===== src/rtl/alu_seq.sv =====
// Sequenced relay-style ALU: captures operands on start, settles, then drives the result until ack.
// Optional RELAY_SETTLE_EN macro enables the SETTLE state and its settle counter.
module alu_seq #(
    parameter int unsigned SETTLE = 3
) (
    input  logic       clk,
    input  logic       rst,
    input  logic [7:0] b,
    input  logic [7:0] c,
    input  logic [2:0] fn,
    input  logic       start,
    input  logic       ack,
    output logic       busy,
    output logic       result_oe,
    output logic [7:0] result,
    output logic       zero,
    output logic       carry,
    output logic       sign,
    output logic       led_alu
);

    localparam int unsigned DW = 8;
    localparam int unsigned CW = 4;

    typedef enum logic [1:0] {
        ST_IDLE   = 2'd0,
        ST_SETTLE = 2'd1,
        ST_DRIVE  = 2'd2
    } state_t;

    state_t         state;
    state_t         next_state;
    logic [DW:0]    sum;
    logic [DW-1:0]  op_b;
    logic [DW-1:0]  op_c;
    logic [2:0]     op_fn;
    logic           enter_drive;

    // Bit DW is the carry; only ADD and INC can set it.
    function automatic logic [DW:0] alu_calc(input logic [2:0] f, input logic [DW-1:0] x,
                                             input logic [DW-1:0] y);
        logic [DW:0] r;
        r = '0;
        case (f)
            3'b000:  r = {1'b0, x} + {1'b0, y};
            3'b001:  r = {1'b0, x} + (DW+1)'(1);
            3'b010:  r = {1'b0, x & y};
            3'b011:  r = {1'b0, x | y};
            3'b100:  r = {1'b0, x ^ y};
            3'b101:  r = {1'b0, ~x};
            3'b110:  r = {1'b0, x[DW-2:0], x[DW-1]};
            default: r = '0;
        endcase
        return r;
    endfunction

`ifdef RELAY_SETTLE_EN
    logic [CW-1:0]  cnt;
    logic [CW-1:0]  cnt_next;
    logic [DW-1:0]  b_q;
    logic [DW-1:0]  c_q;
    logic [2:0]     fn_q;

    // Result is formed from the operands frozen at the start edge.
    always_comb begin
        op_b  = b_q;
        op_c  = c_q;
        op_fn = fn_q;
    end
`else
    logic [CW-1:0]  unused_settle;

    assign unused_settle = CW'(SETTLE);

    // Without settling, DRIVE is entered on the start edge itself, so use live operands.
    always_comb begin
        op_b  = b;
        op_c  = c;
        op_fn = fn;
    end
`endif

    always_comb begin
        next_state = state;
`ifdef RELAY_SETTLE_EN
        cnt_next   = cnt;
`endif
        case (state)
            ST_IDLE: begin
                if (start) begin
`ifdef RELAY_SETTLE_EN
                    next_state = ST_SETTLE;
                    cnt_next   = CW'(SETTLE - 1);
`else
                    next_state = ST_DRIVE;
`endif
                end
            end
            ST_SETTLE: begin
`ifdef RELAY_SETTLE_EN
                if (cnt == '0) begin
                    next_state = ST_DRIVE;
                end else begin
                    cnt_next = cnt - CW'(1);
                end
`else
                next_state = ST_IDLE;
`endif
            end
            ST_DRIVE: begin
                if (ack) begin
                    next_state = ST_IDLE;
                end
            end
            default: next_state = ST_IDLE;
        endcase
        sum         = alu_calc(op_fn, op_b, op_c);
        enter_drive = (state != ST_DRIVE) && (next_state == ST_DRIVE);
    end

    always_ff @(posedge clk or posedge rst) begin
        if (rst) begin
            state     <= ST_IDLE;
            busy      <= 1'b0;
            led_alu   <= 1'b0;
            result_oe <= 1'b0;
            result    <= '0;
            zero      <= 1'b0;
            carry     <= 1'b0;
            sign      <= 1'b0;
`ifdef RELAY_SETTLE_EN
            cnt       <= '0;
            b_q       <= '0;
            c_q       <= '0;
            fn_q      <= '0;
`endif
        end else begin
            state     <= next_state;
            busy      <= (next_state != ST_IDLE);
            led_alu   <= (next_state != ST_IDLE);
            result_oe <= (next_state == ST_DRIVE);
`ifdef RELAY_SETTLE_EN
            cnt       <= cnt_next;
            if (state == ST_IDLE && start) begin
                b_q  <= b;
                c_q  <= c;
                fn_q <= fn;
            end
`endif
            // Flags persist across ack; only the bus value is released.
            if (enter_drive) begin
                result <= sum[DW-1:0];
                carry  <= sum[DW];
                zero   <= (sum[DW-1:0] == '0);
                sign   <= sum[DW-1];
            end else if (next_state != ST_DRIVE) begin
                result <= '0;
            end
        end
    end

endmodule


===== config.mk =====
export PLATFORM = sky130hd
export DESIGN_NAME = alu_seq
export DESIGN_NICKNAME = d
export VERILOG_FILES = /design/src/rtl/alu_seq.sv
export SDC_FILE = /design/constraint.sdc
export NUM_CORES = 1
export LEC_CHECK = 0
export ABC_AREA = 1
export CAP_MARGIN = 20
export CELL_PAD_IN_SITES_DETAIL_PLACEMENT = 1
export CELL_PAD_IN_SITES_GLOBAL_PLACEMENT = 2
export CORE_ASPECT_RATIO = 1.75
export CORE_MARGIN = 3
export CORE_UTILIZATION = 28
export CTS_BUF_LIST = sky130_fd_sc_hd__clkbuf_4 sky130_fd_sc_hd__clkbuf_8
export DETAILED_ROUTE_END_ITERATION = 10
export DONT_BUFFER_PORTS = 1
export GPL_ROUTABILITY_DRIVEN = 0
export GPL_TIMING_DRIVEN = 0
export PLACE_DENSITY_LB_ADDON = 0.1
export SETUP_SLACK_MARGIN = 0.02
export SLEW_MARGIN = 30
export SYNTH_ARGS = -nofsm -noshare
export SYNTH_HDL_FRONTEND = slang
export SYNTH_SLANG_ARGS = --single-unit

===== constraint.sdc =====
create_clock -name clk -period 1.2 [get_ports clk]
set_input_delay 0.24 -clock clk [delete_from_list [all_inputs] [get_ports clk]]
set_output_delay 0.24 -clock clk [all_outputs]
set_load 0.005 [all_outputs]

Word-level counts from Yosys, hierarchy flattened
Cells that the tools add are included.
{"block": "op_classes", "n_addsub": 2, "eq_ne": 10, "mux": 6, "bitwise": 4, "reduce_logical": 6}
{"op": "case mux 9 bit (7 select lines)", "count": 1}
{"op": "2-to-1 mux 8 bit", "count": 2}
{"op": "adder 8 x 1 -> 9 bit (second input constant)", "count": 1}
{"op": "adder 8 x 8 -> 9 bit", "count": 1}
{"op": "== test 3 bit (second input constant)", "count": 3}
{"op": "bitwise AND 8 bit", "count": 1}
{"op": "logical NOT 8 bit", "count": 1}
{"op": "inverter 8 bit", "count": 1}
{"op": "OR 8 bit", "count": 1}
{"op": "bitwise XOR 8 bit", "count": 1}
{"op": "== test 3 x 2 -> 1 bit (second input constant)", "count": 2}
{"op": "== test 2 bit (second input constant)", "count": 2}
{"op": "2-to-1 mux 2 bit", "count": 2}
{"op": "!= test 2 bit (second input constant)", "count": 2}
{"op": "case mux 2 bit (2 select lines)", "count": 1}
{"op": "nonzero test 2 bit", "count": 2}
{"op": "== test 3 x 1 -> 1 bit (second input constant)", "count": 1}
{"op": "logical NOT 3 bit", "count": 1}
{"op": "logical NOT 2 bit", "count": 1}
{"op": "logical AND 1 bit", "count": 1}
{"block": "totals", "ff_bits": 15, "in_bits": 23, "out_inout_bits": 14, "elab_cells": 35}

Longest topological paths before layout
Gate-level depths: netlist (run 1).
{"block": "depth", "ltp_word": 5, "ltp_mapped": 16, "mapped_depth_nobuf": 15}

Worst setup path after synthesis (run 1)
Ideal clock, no wire load.
{"block": "synth_timing", "path_kind": "in2reg", "start": "in fn[2]", "end": "reg zero", "arrival_ns": 2.072, "required_ns": 1.135, "path_slack_ns": -0.937, "path_stages": 16, "path_buffers": 1, "path_cell_list": "buf_4 inv_2 nand3_1 nand2_1 ha_1 fa_1 or2_2 nand3_1 nand2_1 inv_1 nand2_1 nor2_1 nand2_1 nor2_2 nand3_1 nand2_1"}
{"block": "synth_via", "elab_chain_len": 3}
{"item": "start: declaration", "line_no": "10", "source": "input logic [2:0] fn,"}
{"item": "== test 3 bit, or another cell as far along", "line_no": "44", "source": "case (f)"}
{"item": "case mux 9 bit (7 select lines) *", "line_no": "44"}
{"item": "logical NOT 8 bit *", "line_no": "154", "source": "zero <= (sum[DW-1:0] == '0);"}
{"item": "end signal: assignment", "line_no": "154"}
{"item": "end: declaration", "line_no": "16", "source": "output logic zero,"}
Mark *: on every way between the ends. The rest lies on a longest branch, timed or not.
A chain may end at the register's enable or synchronous reset.

Worst setup path in the final report (run 1)
Ends and elaborated chain as after synthesis.

==> out/results.tsv, run 1 <==
metric	value	unit
commonest cells in the netlist	nand2_1 (70), inv_1 (44), nand3_1 (25)	
Place WS	-0.989	ns
Yosys cell types	30	
CTS root buffer	clkbuf_8	
crit path launch type	input pin	
first-pass GRT wire length	8.48	mm
Syn Area/Cell	6.65	um^2
register area share after synthesis	0.217	
Leakage Power	1.19	nW
core area	5930	um^2
synthesized flop and latch total	15	
grt met2 use	0.320	
Routed Antenna Nets	0	
HP Class	input pin to flip-flop	
Crit. End Element	flip-flop	
Yosys Warn Count	0	
final setup fails	10	
filler instances	771	
initial antenna violation count	0	
RSZ-0062 raised after global routing	true	
Max-cap violations	0	
nets	331	
Synth area leader	dfrtp_1	
# H-tree levels	1	
count of boundary I/O pins	37	
WL/cell	14.2	um
Placed Area	1970	um^2
Final Max Tran Viols	0	
final instance area	2270	um^2
DIE WIDTH	65.4	um
status	complete, but fails checks	
clk buf depth	2	
Synth Instances	260	
Total Wirelength	5.13	mm
failing checks	negative setup slack	
final hold vios	0	
TritonRoute pass-1 iters	4	
syn_nets	308	
CP Data Arrival Time	1.98	ns
starting density of the core	0.292	
Overflow after GRT	0	
final clock skew	0.00225	ns
synthesized area	1730	um^2
die height	110	um
post-DP HPWL	4.21	mm
PwrDens	742	nW/um^2
Crit Path Max Fanout	5	
Tightest Pin Transition	0.564	ns
Initial DRC Count	78	
clock buffer count from CTS	3	
IO Port Bufs	0	
Worst-Skew Late Latency	0.24	ns
CTS tree	built	
P&R area growth vs syn	31.5	%
Via Count	1729	
via-per-instance ratio	4.80	
Final period util	1.50	
Slew HR	0.624	
met1 usage	0.152	
Post-synth EDFFs	0	
gr usage total	0.153	
async set or reset register ratio after synthesis	1.00	
fmax	557	MHz
final core utilization	0.384	
Tmin final	1.80	ns
die area	7190	um^2
vias in the first global route	1781	
most frequent cell after synthesis	nand2_1	
CP required	1.39	ns
# DRC	0	
Reg clk slew, reported paths	0.06	ns
Synth top area share	0.217	
Final WS setup	-0.596	ns
GR peak layer	met2	
commonest register cell after synthesis	dfrtp_1	
synth top area cells	dfrtp_1 (22%), ha_1 (17%), nand2_1 (15%), inv_1 (9.6%), nand3_1 (7.2%)	
critical path class	input pin to flip-flop	
multi-input logic area	1310	um^2
register area	375	um^2
ANT cells	0	
Pwr Total	1.69	mW
layout cells sized above 1	0.305	
largest net degree at the start of global routing	16	
GR Util met3	0.0143	
clock sinks	15	
Peak VDD IR	282	uV
# rows	37	
==> flip-flops by register name (all words and copies together) (netlist names) <==
signal,count
carry,1
led_alu,1
result,8
result_oe,1
sign,1
state,2
zero,1
==> report_power, final <==
part	switching [mW]	internal (mW)	leakage, nW
Clock	0.166	0.257	0.0262
Combinational	0.384	0.313	0.964
Sequential	0.0260	0.542	0.200
==> worst paths after layout <==
path	from	to	slack (ns)	cells past startpoint
setup / recovery	fn[2]	zero	-0.60	16
hold / removal	fn[1]	carry	0.21	3
setup reg to reg	state[0]	result[0]	0.03	5
hold reg to reg	sign	sign	0.51	2
max in group asynchronous	rst	result[5]	0.33	2
min in group asynchronous	rst	result[3]	0.50	2
==> cell usage in the layout (no fill, tap or decap), types with 7 or more instances in the layout <==
cell / n
buf_4: 18
nor2_2: 7
nand2_1: 57
dfrtp_1: 15
nor2_1: 19
inv_2: 8
nand3_1: 21
inv_1: 38
ha_1: 18
nand4_1: 7
nand2_2: 13
==> per-stage QoR <==
stage	hold slack (ns)	TNS, ns	std cells
2_1_floorplan	0.141	-5.07	260
3_3_place_gp	0.217	-7.89	338
3_5_place_dp	0.218	-7.99	338
4_1_cts	0.205	-4.41	355
5_1_grt	0.223	-5.41	360
6_report	0.215	-4.20	360
==> worst max-delay path: stages <==
cell and delay, ns:
buf_12 0.09, clkinv_8 0.04, nand3_4 0.11, nand2_4 0.07
ha_4 0.17, fa_2 0.39, or2_4 0.24, nand3_2 0.06
nand2_1 0.05, inv_1 0.05, nand2_2 0.06, nor2_2 0.10
nand2_1 0.07, nor2_2 0.10, nand3_1 0.08, nand2_1 0.06
==> routing by layer <==
layer	part of all wire	routed length (um)
met3	0.036	186
met2	0.59	3050
met4	0.012	61
met1	0.36	1830
met5	0	0
==> final cells by class <==
type,instances,share of cell area
flip-flops and latches,15,0.165
plain buffers,6,0.0380
clock buffers,4,0.0215
repair buffers,18,0.0622
multi-input cells,189,0.575
well taps,78,0.0429
inverters,50,0.0952
==> kinds of logic (layout without fill, tap and decap cells) <==
group / Yosys count / after routing / synth area share
buf+inv: 56 / 78 / 0.140
compound gates: 21 / 21 / 0.0716
other cells: 1 / 1 / 0.00217
flops: 15 / 15 / 0.217
simple gates: 142 / 142 / 0.383
fa+ha+maj: 25 / 25 / 0.185
==> what timing repair did <==
item / 4_1_cts / 5_1_grt
hold buffers: 1 / 0
endpoints found under the hold margin: 15 / 0
buffers inserted: 12 / 5
endpoints found under the setup margin: 14 / 11
pin swaps: 22 / 25
resized for setup: 21 / 21
Power figures use the tool's default switching activity.
==> inputs of run 2 (changes only) <==
--- a/config.mk
+++ b/config.mk
@@ -9,7 +9,7 @@
 export CAP_MARGIN = 20
 export CELL_PAD_IN_SITES_DETAIL_PLACEMENT = 1
 export CELL_PAD_IN_SITES_GLOBAL_PLACEMENT = 2
-export CORE_ASPECT_RATIO = 1.75
+export CORE_ASPECT_RATIO = 1.2
 export CORE_MARGIN = 3
 export CORE_UTILIZATION = 28
 export CTS_BUF_LIST = sky130_fd_sc_hd__clkbuf_4 sky130_fd_sc_hd__clkbuf_8
==> run 2 against run 1 <==
Effect of this change:
- non-clock buffer count fell by 1
- sequential power about the same
- worst setup slack gained 0.095 ns
- the run still ends with negative setup slack left
- flip-flop and latch count did not move
- combinational power hardly changed
- first-iteration DRC count fell by 83%
- global-route usage decreased by 0.59 points
- design area is 0.11% higher
- routed wire length is 3.8% lower
==> out/results.tsv, run 2 (synthesis results as in run 1) <==
metric	value	unit	change
status	complete, but fails checks		unchanged
failing checks	negative setup slack		unchanged
max reg flops	8		unchanged
WL/cell	13.7	um	was 14.2 um
# DRC	0		unchanged
R2R setup slack	0.07	ns	was 0.03 ns
ANT cells	0		unchanged
CP required	1.39	ns	about the same
Final Max Tran Viols	0		unchanged
CP Data Arrival Time	1.89	ns	was 1.98 ns
count of boundary I/O pins	37		unchanged
core area	5820	um^2	was 5930 um^2
initial antenna violation count	0		unchanged
Pint	1.09	mW	was 1.11 mW
final setup fails	10		unchanged
vias in the first global route	1747		was 1,781
critical path class	input pin to flip-flop		unchanged
Initial DRC Count	13		was 78
# H-tree levels	1		unchanged
Final WS setup	-0.501	ns	was -0.596 ns
CTS tree	built		unchanged
Routed Antenna Nets	0		unchanged
Crit Path Max Fanout	4		was 5
Worst-Skew Late Latency	0.25	ns	was 0.24 ns
die height	92.1	um	was 110 um
Tmin final	1.70	ns	was 1.80 ns
TritonRoute pass-1 iters	4		unchanged
Overflow after GRT	0		unchanged
Total Wirelength	4.93	mm	was 5.13 mm
IO Port Bufs	0		unchanged
fmax	588	MHz	was 557 MHz
Most flops, register	result		unchanged
first-pass GRT wire length	8.47	mm	was 8.48 mm
Reg power frac	0.341		was 0.337
post-DP HPWL	4.06	mm	was 4.21 mm
# rows	30		was 37
CP max stage cell	fa_2		unchanged
RSZ-0062 raised after global routing	true		unchanged
Sw Ratio	0.348		was 0.341
switching power total	0.579	mW	was 0.576 mW
commonest non-fill, non-tap cell in the layout	nand2_1		unchanged
crit path launch type	input pin		unchanged
DIE WIDTH	77.7	um	was 65.4 um
final hold vios	0		unchanged
Slew HR	0.627		was 0.624
Via Count	1659		was 1,729
CTS root buffer	clkbuf_8		unchanged
max incr delay on CP	0.33	ns	was 0.39 ns
gr usage total	0.147		was 0.153
Max-cap violations	0		unchanged
HP Class	input pin to flip-flop		unchanged
Largest regs	result x8, state x2		unchanged
Final period util	1.42		was 1.50
Critical Path, Cell by Cell	buf_12 -> inv_8 -> nand3_4 -> nand2_4 -> ha_4 -> fa_2 -> or2_4 -> nand3_2 -> nand2_2 -> inv_2 -> nand2_2 -> nor2_2 -> nand2_1 -> nor2_2 -> nand3_1 -> nand2_1		was buf_12 -> clkinv_8 -> nand3_4 -> nand2_4 -> ha_4 -> fa_2 -> or2_4 -> nand3_2 -> nand2_1 -> inv_1 -> nand2_2 -> nor2_2 -> nand2_1 -> nor2_2 -> nand3_1 -> nand2_1
Non-Filler Instances	361		was 360
Crit. End Element	flip-flop		unchanged
via-per-instance ratio	4.60		was 4.80
clk buf depth	2		unchanged
final instance area	2280	um^2	was 2270 um^2
Leakage Power	1.19	nW	about the same
clock share of power	0.241		was 0.251
PwrDens	732	nW/um^2	was 742 nW/um^2
Tightest Pin Transition	0.559	ns	was 0.564 ns
nets	330		was 331
clock sinks	15		unchanged
P&R area growth vs syn	31.7	%	was 31.5%
die area	7160	um^2	was 7190 um^2
Reg clk slew, reported paths	0.06	ns	about the same
starting density of the core	0.297		was 0.292
clock buffer count from CTS	3		unchanged
Placed Area	1970	um^2	about the same
filler instances	732		was 771
final clock skew	0.00304	ns	was 0.00225 ns
final core utilization	0.391		was 0.384
placed instance count	340		was 338
Gate power share	0.418		was 0.413
largest net degree at the start of global routing	16		unchanged
most frequent cells in the layout	nand2_1 (51), inv_1 (34), nand3_1 (21)		was nand2_1 (57), inv_1 (38), nand3_1 (21)
layout cells sized above 1	0.335		was 0.305
Peak VDD IR	320	uV	was 282 uV
run 2: cell types whose count changed in the layout (fill, tap and decap cells not counted), moves of 2 or more:
cell	delta
nand2_1	-6
buf_6	+2
o21ai_0	+2
inv_1	-4
nand2_2	+5
a21oi_2	-2
buf_4	-3
a21oi_1	+2
o21ai_1	-2
inv_2	+4
run 2: critical path: cells and delay by family:
| kind | cells | cell delay, ns |
|---|---|---|
| adder cells (fa/ha/maj) | 2 | 0.49 |
| buffers and inverters | 3 | 0.15 |
| AND/OR/NAND/NOR | 11 | 1.00 |
run 2: final timing paths:
check | start | end | depth (start not counted)
min | ack | result[4] | 3
min reg2reg | carry | carry | 2
min in group asynchronous | rst | result_oe | 2
max in group asynchronous | rst | state[0] | 2
max | fn[2] | zero | 16
max reg2reg | state[0] | result[2] | 5
run 2: area by class of cell:
class / instances / area, um^2 / area share
plain buffers: 6 / 86.3 / 0.0379
flip-flops and latches: 15 / 375 / 0.165
clock inverters: 1 / 5.00 / 0.00220
clock buffers: 3 / 41.3 / 0.0181
inverters: 50 / 211 / 0.0929
well taps: 80 / 100 / 0.0440
repair buffers: 17 / 141 / 0.0621
multi-input cells: 189 / 1320 / 0.578
run 2: power by group through the flow:
stage / Sequential [mW] / Combinational (mW) / Clock [mW]
finish: 0.568 / 0.696 / 0.402
global route: 0.572 / 0.795 / 0.444
CTS: 0.569 / 0.661 / 0.422
detailed placement: 0.577 / 0.564 / 0
global placement: 0.576 / 0.558 / 0
floorplan: 0.570 / 0.444 / 0
run 2: repair_timing:
action,CTS,global route
hold buffers,1,0
pin swaps,20,10
buffers inserted,13,3
setup endpoints to repair,12,11
hold endpoints to repair,15,0
resized for setup,28,22
run 2: stage by stage:
step	total power, mW	worst slack, ns	setup TNS, ns	hold slack, ns
global route	1.81	-0.614	-4.95	0.243
CTS	1.65	-0.521	-3.98	0.216
detailed placement	1.14	-0.946	-7.66	0.216
finish	1.67	-0.501	-3.87	0.221
global placement	1.13	-0.940	-7.45	0.213
floorplan	1.01	-0.692	-5.07	0.141
run 2: layer usage:
metal  routed length (um)  global-route usage  up-vias
met5                    0                   0        -
met4                   59              0.0445        0
met3                  220              0.0187        5
met2                 2520               0.266       34
met1                 2140               0.179      756
li1                     -                   -      864
==> inputs of run 3 (changes only) <==
--- a/config.mk
+++ b/config.mk
@@ -8,7 +8,7 @@
 export ABC_AREA = 1
 export CAP_MARGIN = 20
 export CELL_PAD_IN_SITES_DETAIL_PLACEMENT = 1
-export CELL_PAD_IN_SITES_GLOBAL_PLACEMENT = 2
+export CELL_PAD_IN_SITES_GLOBAL_PLACEMENT = 1
 export CORE_ASPECT_RATIO = 1.2
 export CORE_MARGIN = 3
 export CORE_UTILIZATION = 28
==> run 3 against run 2 <==
Effect of this change:
- critical path depth did not move
- design area is 5.7% higher
- via count is 3.3% higher
- clock skew down 0.0020 ns
- critical endpoint unchanged
- worst setup slack worse by 0.074 ns
- routed wire length rose by 5.9%
- sequential share of layout area shrank 0.89 points
- non-clock buffer count grew 6
- fmax decreased by 4.2%
- sequential power about the same
- power grew 5.4%
- the flow still finishes with violations (negative setup slack)
==> out/results.tsv, run 3 (synthesis results as in run 1) <==
metric	value	unit	change
Gate power share	0.436		was 0.418
final setup fails	10		unchanged
vias in the first global route	1785		was 1,747
Critical Path Source	fn[2]		unchanged
Hold Crit Endpoint	result[7]		was result[4]
ANT cells	0		unchanged
crit path launch type	input pin		unchanged
RSZ-0062 raised after global routing	true		unchanged
# rows	30		unchanged
CTS root buffer	clkbuf_8		unchanged
HP Class	input pin to flip-flop		unchanged
Final Max Tran Viols	0		unchanged
Reg clk slew, reported paths	0.06	ns	about the same
Largest regs	result x8, state x2		unchanged
r2r startpoint	state[0]		unchanged
CTS tree	built		unchanged
starting density of the core	0.297		unchanged
switching power total	0.607	mW	was 0.579 mW
R2R setup slack	0.06	ns	was 0.07 ns
DIE WIDTH	77.7	um	unchanged
Crit Path Max Fanout	4		unchanged
Pint	1.15	mW	was 1.09 mW
Total Wirelength	5.23	mm	was 4.93 mm
Tmin final	1.78	ns	was 1.70 ns
max reg flops	8		unchanged
via-per-instance ratio	4.67		was 4.60
Critical Path, Cell by Cell	buf_12 -> clkinv_8 -> nand3_4 -> nand2_4 -> ha_4 -> fa_2 -> or2_4 -> nand3_2 -> nand2_2 -> inv_2 -> nand2_2 -> nor2_1 -> nand2_1 -> nor2_2 -> nand3_1 -> nand2_1		was buf_12 -> inv_8 -> nand3_4 -> nand2_4 -> ha_4 -> fa_2 -> or2_4 -> nand3_2 -> nand2_2 -> inv_2 -> nand2_2 -> nor2_2 -> nand2_1 -> nor2_2 -> nand3_1 -> nand2_1
# H-tree levels	1		unchanged
initial antenna violation count	0		unchanged
nets	336		was 330
Reg power frac	0.324		was 0.341
placed instance count	340		unchanged
worst flop-to-flop path endpoint	result[1]		was result[2]
Place WS	-1.02	ns	was -0.946 ns
most frequent cells in the layout	nand2_1 (50), inv_1 (34), buf_4 (21)		was nand2_1 (51), inv_1 (34), nand3_1 (21)
layout cells sized above 1	0.369		was 0.335
critical path class	input pin to flip-flop		unchanged
fmax	563	MHz	was 588 MHz
clock buffer count from CTS	3		unchanged
Max-cap violations	0		unchanged
Leakage Power	1.25	nW	was 1.19 nW
Pwr Total	1.76	mW	was 1.67 mW
final clock skew	0.00104	ns	was 0.00304 ns
Worst Hold Slack	0.230	ns	was 0.221 ns
WL/cell	14.2	um	was 13.7 um
Peak VDD IR	343	uV	was 320 uV
status	complete, but fails checks		unchanged
final core utilization	0.414		was 0.391
post-DP HPWL	4.02	mm	was 4.06 mm
Non-Filler Instances	367		was 361
IO Port Bufs	0		unchanged
die height	92.1	um	unchanged
die area	7160	um^2	unchanged
Final period util	1.48		was 1.42
Worst-Skew Late Latency	0.24	ns	was 0.25 ns
count of boundary I/O pins	37		unchanged
Crit. End Element	flip-flop		unchanged
Most flops, register	result		unchanged
CP required	1.38	ns	was 1.39 ns
TritonRoute pass-1 iters	4		unchanged
commonest non-fill, non-tap cell in the layout	nand2_1		unchanged
Hold Crit Start	ack		unchanged
clock sinks	15		unchanged
Tightest Pin Transition	0.575	ns	was 0.559 ns
Worst Hold Depth	3		unchanged
CP Data Arrival Time	1.96	ns	was 1.89 ns
clk buf depth	2		unchanged
Routed Antenna Nets	0		unchanged
first-pass GRT wire length	8.74	mm	was 8.47 mm
Overflow after GRT	0		unchanged
PwrDens	729	nW/um^2	was 732 nW/um^2
max incr delay on CP	0.35	ns	was 0.33 ns
CP max stage cell	fa_2		unchanged
Final WS setup	-0.575	ns	was -0.501 ns
Register-to-Register Path Depth	5		unchanged
Sw Ratio	0.346		was 0.348
Initial DRC Count	31		was 13
largest net degree at the start of global routing	16		unchanged
P&R area growth vs syn	39.2	%	was 31.7%
failing checks	negative setup slack		unchanged
core area	5820	um^2	unchanged
gr usage total	0.151		was 0.147
final hold vios	0		unchanged
Slew HR	0.616		was 0.627
Via Count	1713		was 1,659
# DRC	0		unchanged
clock share of power	0.240		was 0.241
-- run 3: changes by cell type in the layout (fill, tap and decap cells not counted), sizes merged --
cell / before / now
clkbuf: 3 / 4
clkinv: 2 / 3
buf: 22 / 28
inv: 48 / 46
-- run 3: power groups by stage --
stage,Clock (mW),Combinational [mW],Sequential [mW]
after floorplan,0,0.444,0.570
after global placement,0,0.555,0.576
after detailed placement,0,0.564,0.577
after CTS,0.437,0.691,0.569
after global routing,0.458,0.866,0.572
final,0.422,0.766,0.568
-- run 3: final cells by class --
type / count / area [um^2]
Fill cell: 713 / 3410
Multi-Input combinational cell: 189 / 1370
Sequential cell: 15 / 375
Inverter: 50 / 224
Timing Repair Buffer: 23 / 204
Tap cell: 80 / 100
Buffer: 6 / 86.3
Clock buffer: 4 / 48.8
-- run 3: worst max-delay path by stage --
stage / to / slack, ns
detailed placement: zero / -1.02
global placement: zero / -1.01
floorplan: zero / -0.69
finish: zero / -0.58
CTS: zero / -0.59
global route: zero / -0.68
-- run 3: repair_timing --
| action | 4_1_cts | 5_1_grt |
|---|---|---|
| pin swaps | 27 | 28 |
| resized for setup | 38 | 26 |
| setup buffers | 15 | 7 |
| hold buffers | 1 | 0 |
| endpoints found under the hold margin | 15 | 0 |
| cloned | 0 | 0 |
| endpoints found under the setup margin | 12 | 11 |
-- run 3: through the flow --
stage,TNS [ns],cell area [um^2]
6_report,-4.62,2410
3_3_place_gp,-8.30,1970
5_1_grt,-5.74,2410
2_1_floorplan,-5.07,1870
4_1_cts,-4.50,2280
3_5_place_dp,-8.48,1970
-- run 3: layer usage --
layer / track usage / vias to the layer above / wire length, um
met3: 0.0216 / 2 / 210
met1: 0.186 / 808 / 2300
met4: 0.0312 / 0 / 29
met5: 0 / - / 0
met2: 0.276 / 30 / 2690
li1: - / 873 / -
-- run 3: worst max-delay path: cells and delay by family --
kind          cells  cell delay [ns]
fa+ha+maj         2             0.51
buf+inv           3             0.18
simple gates     11             1.02
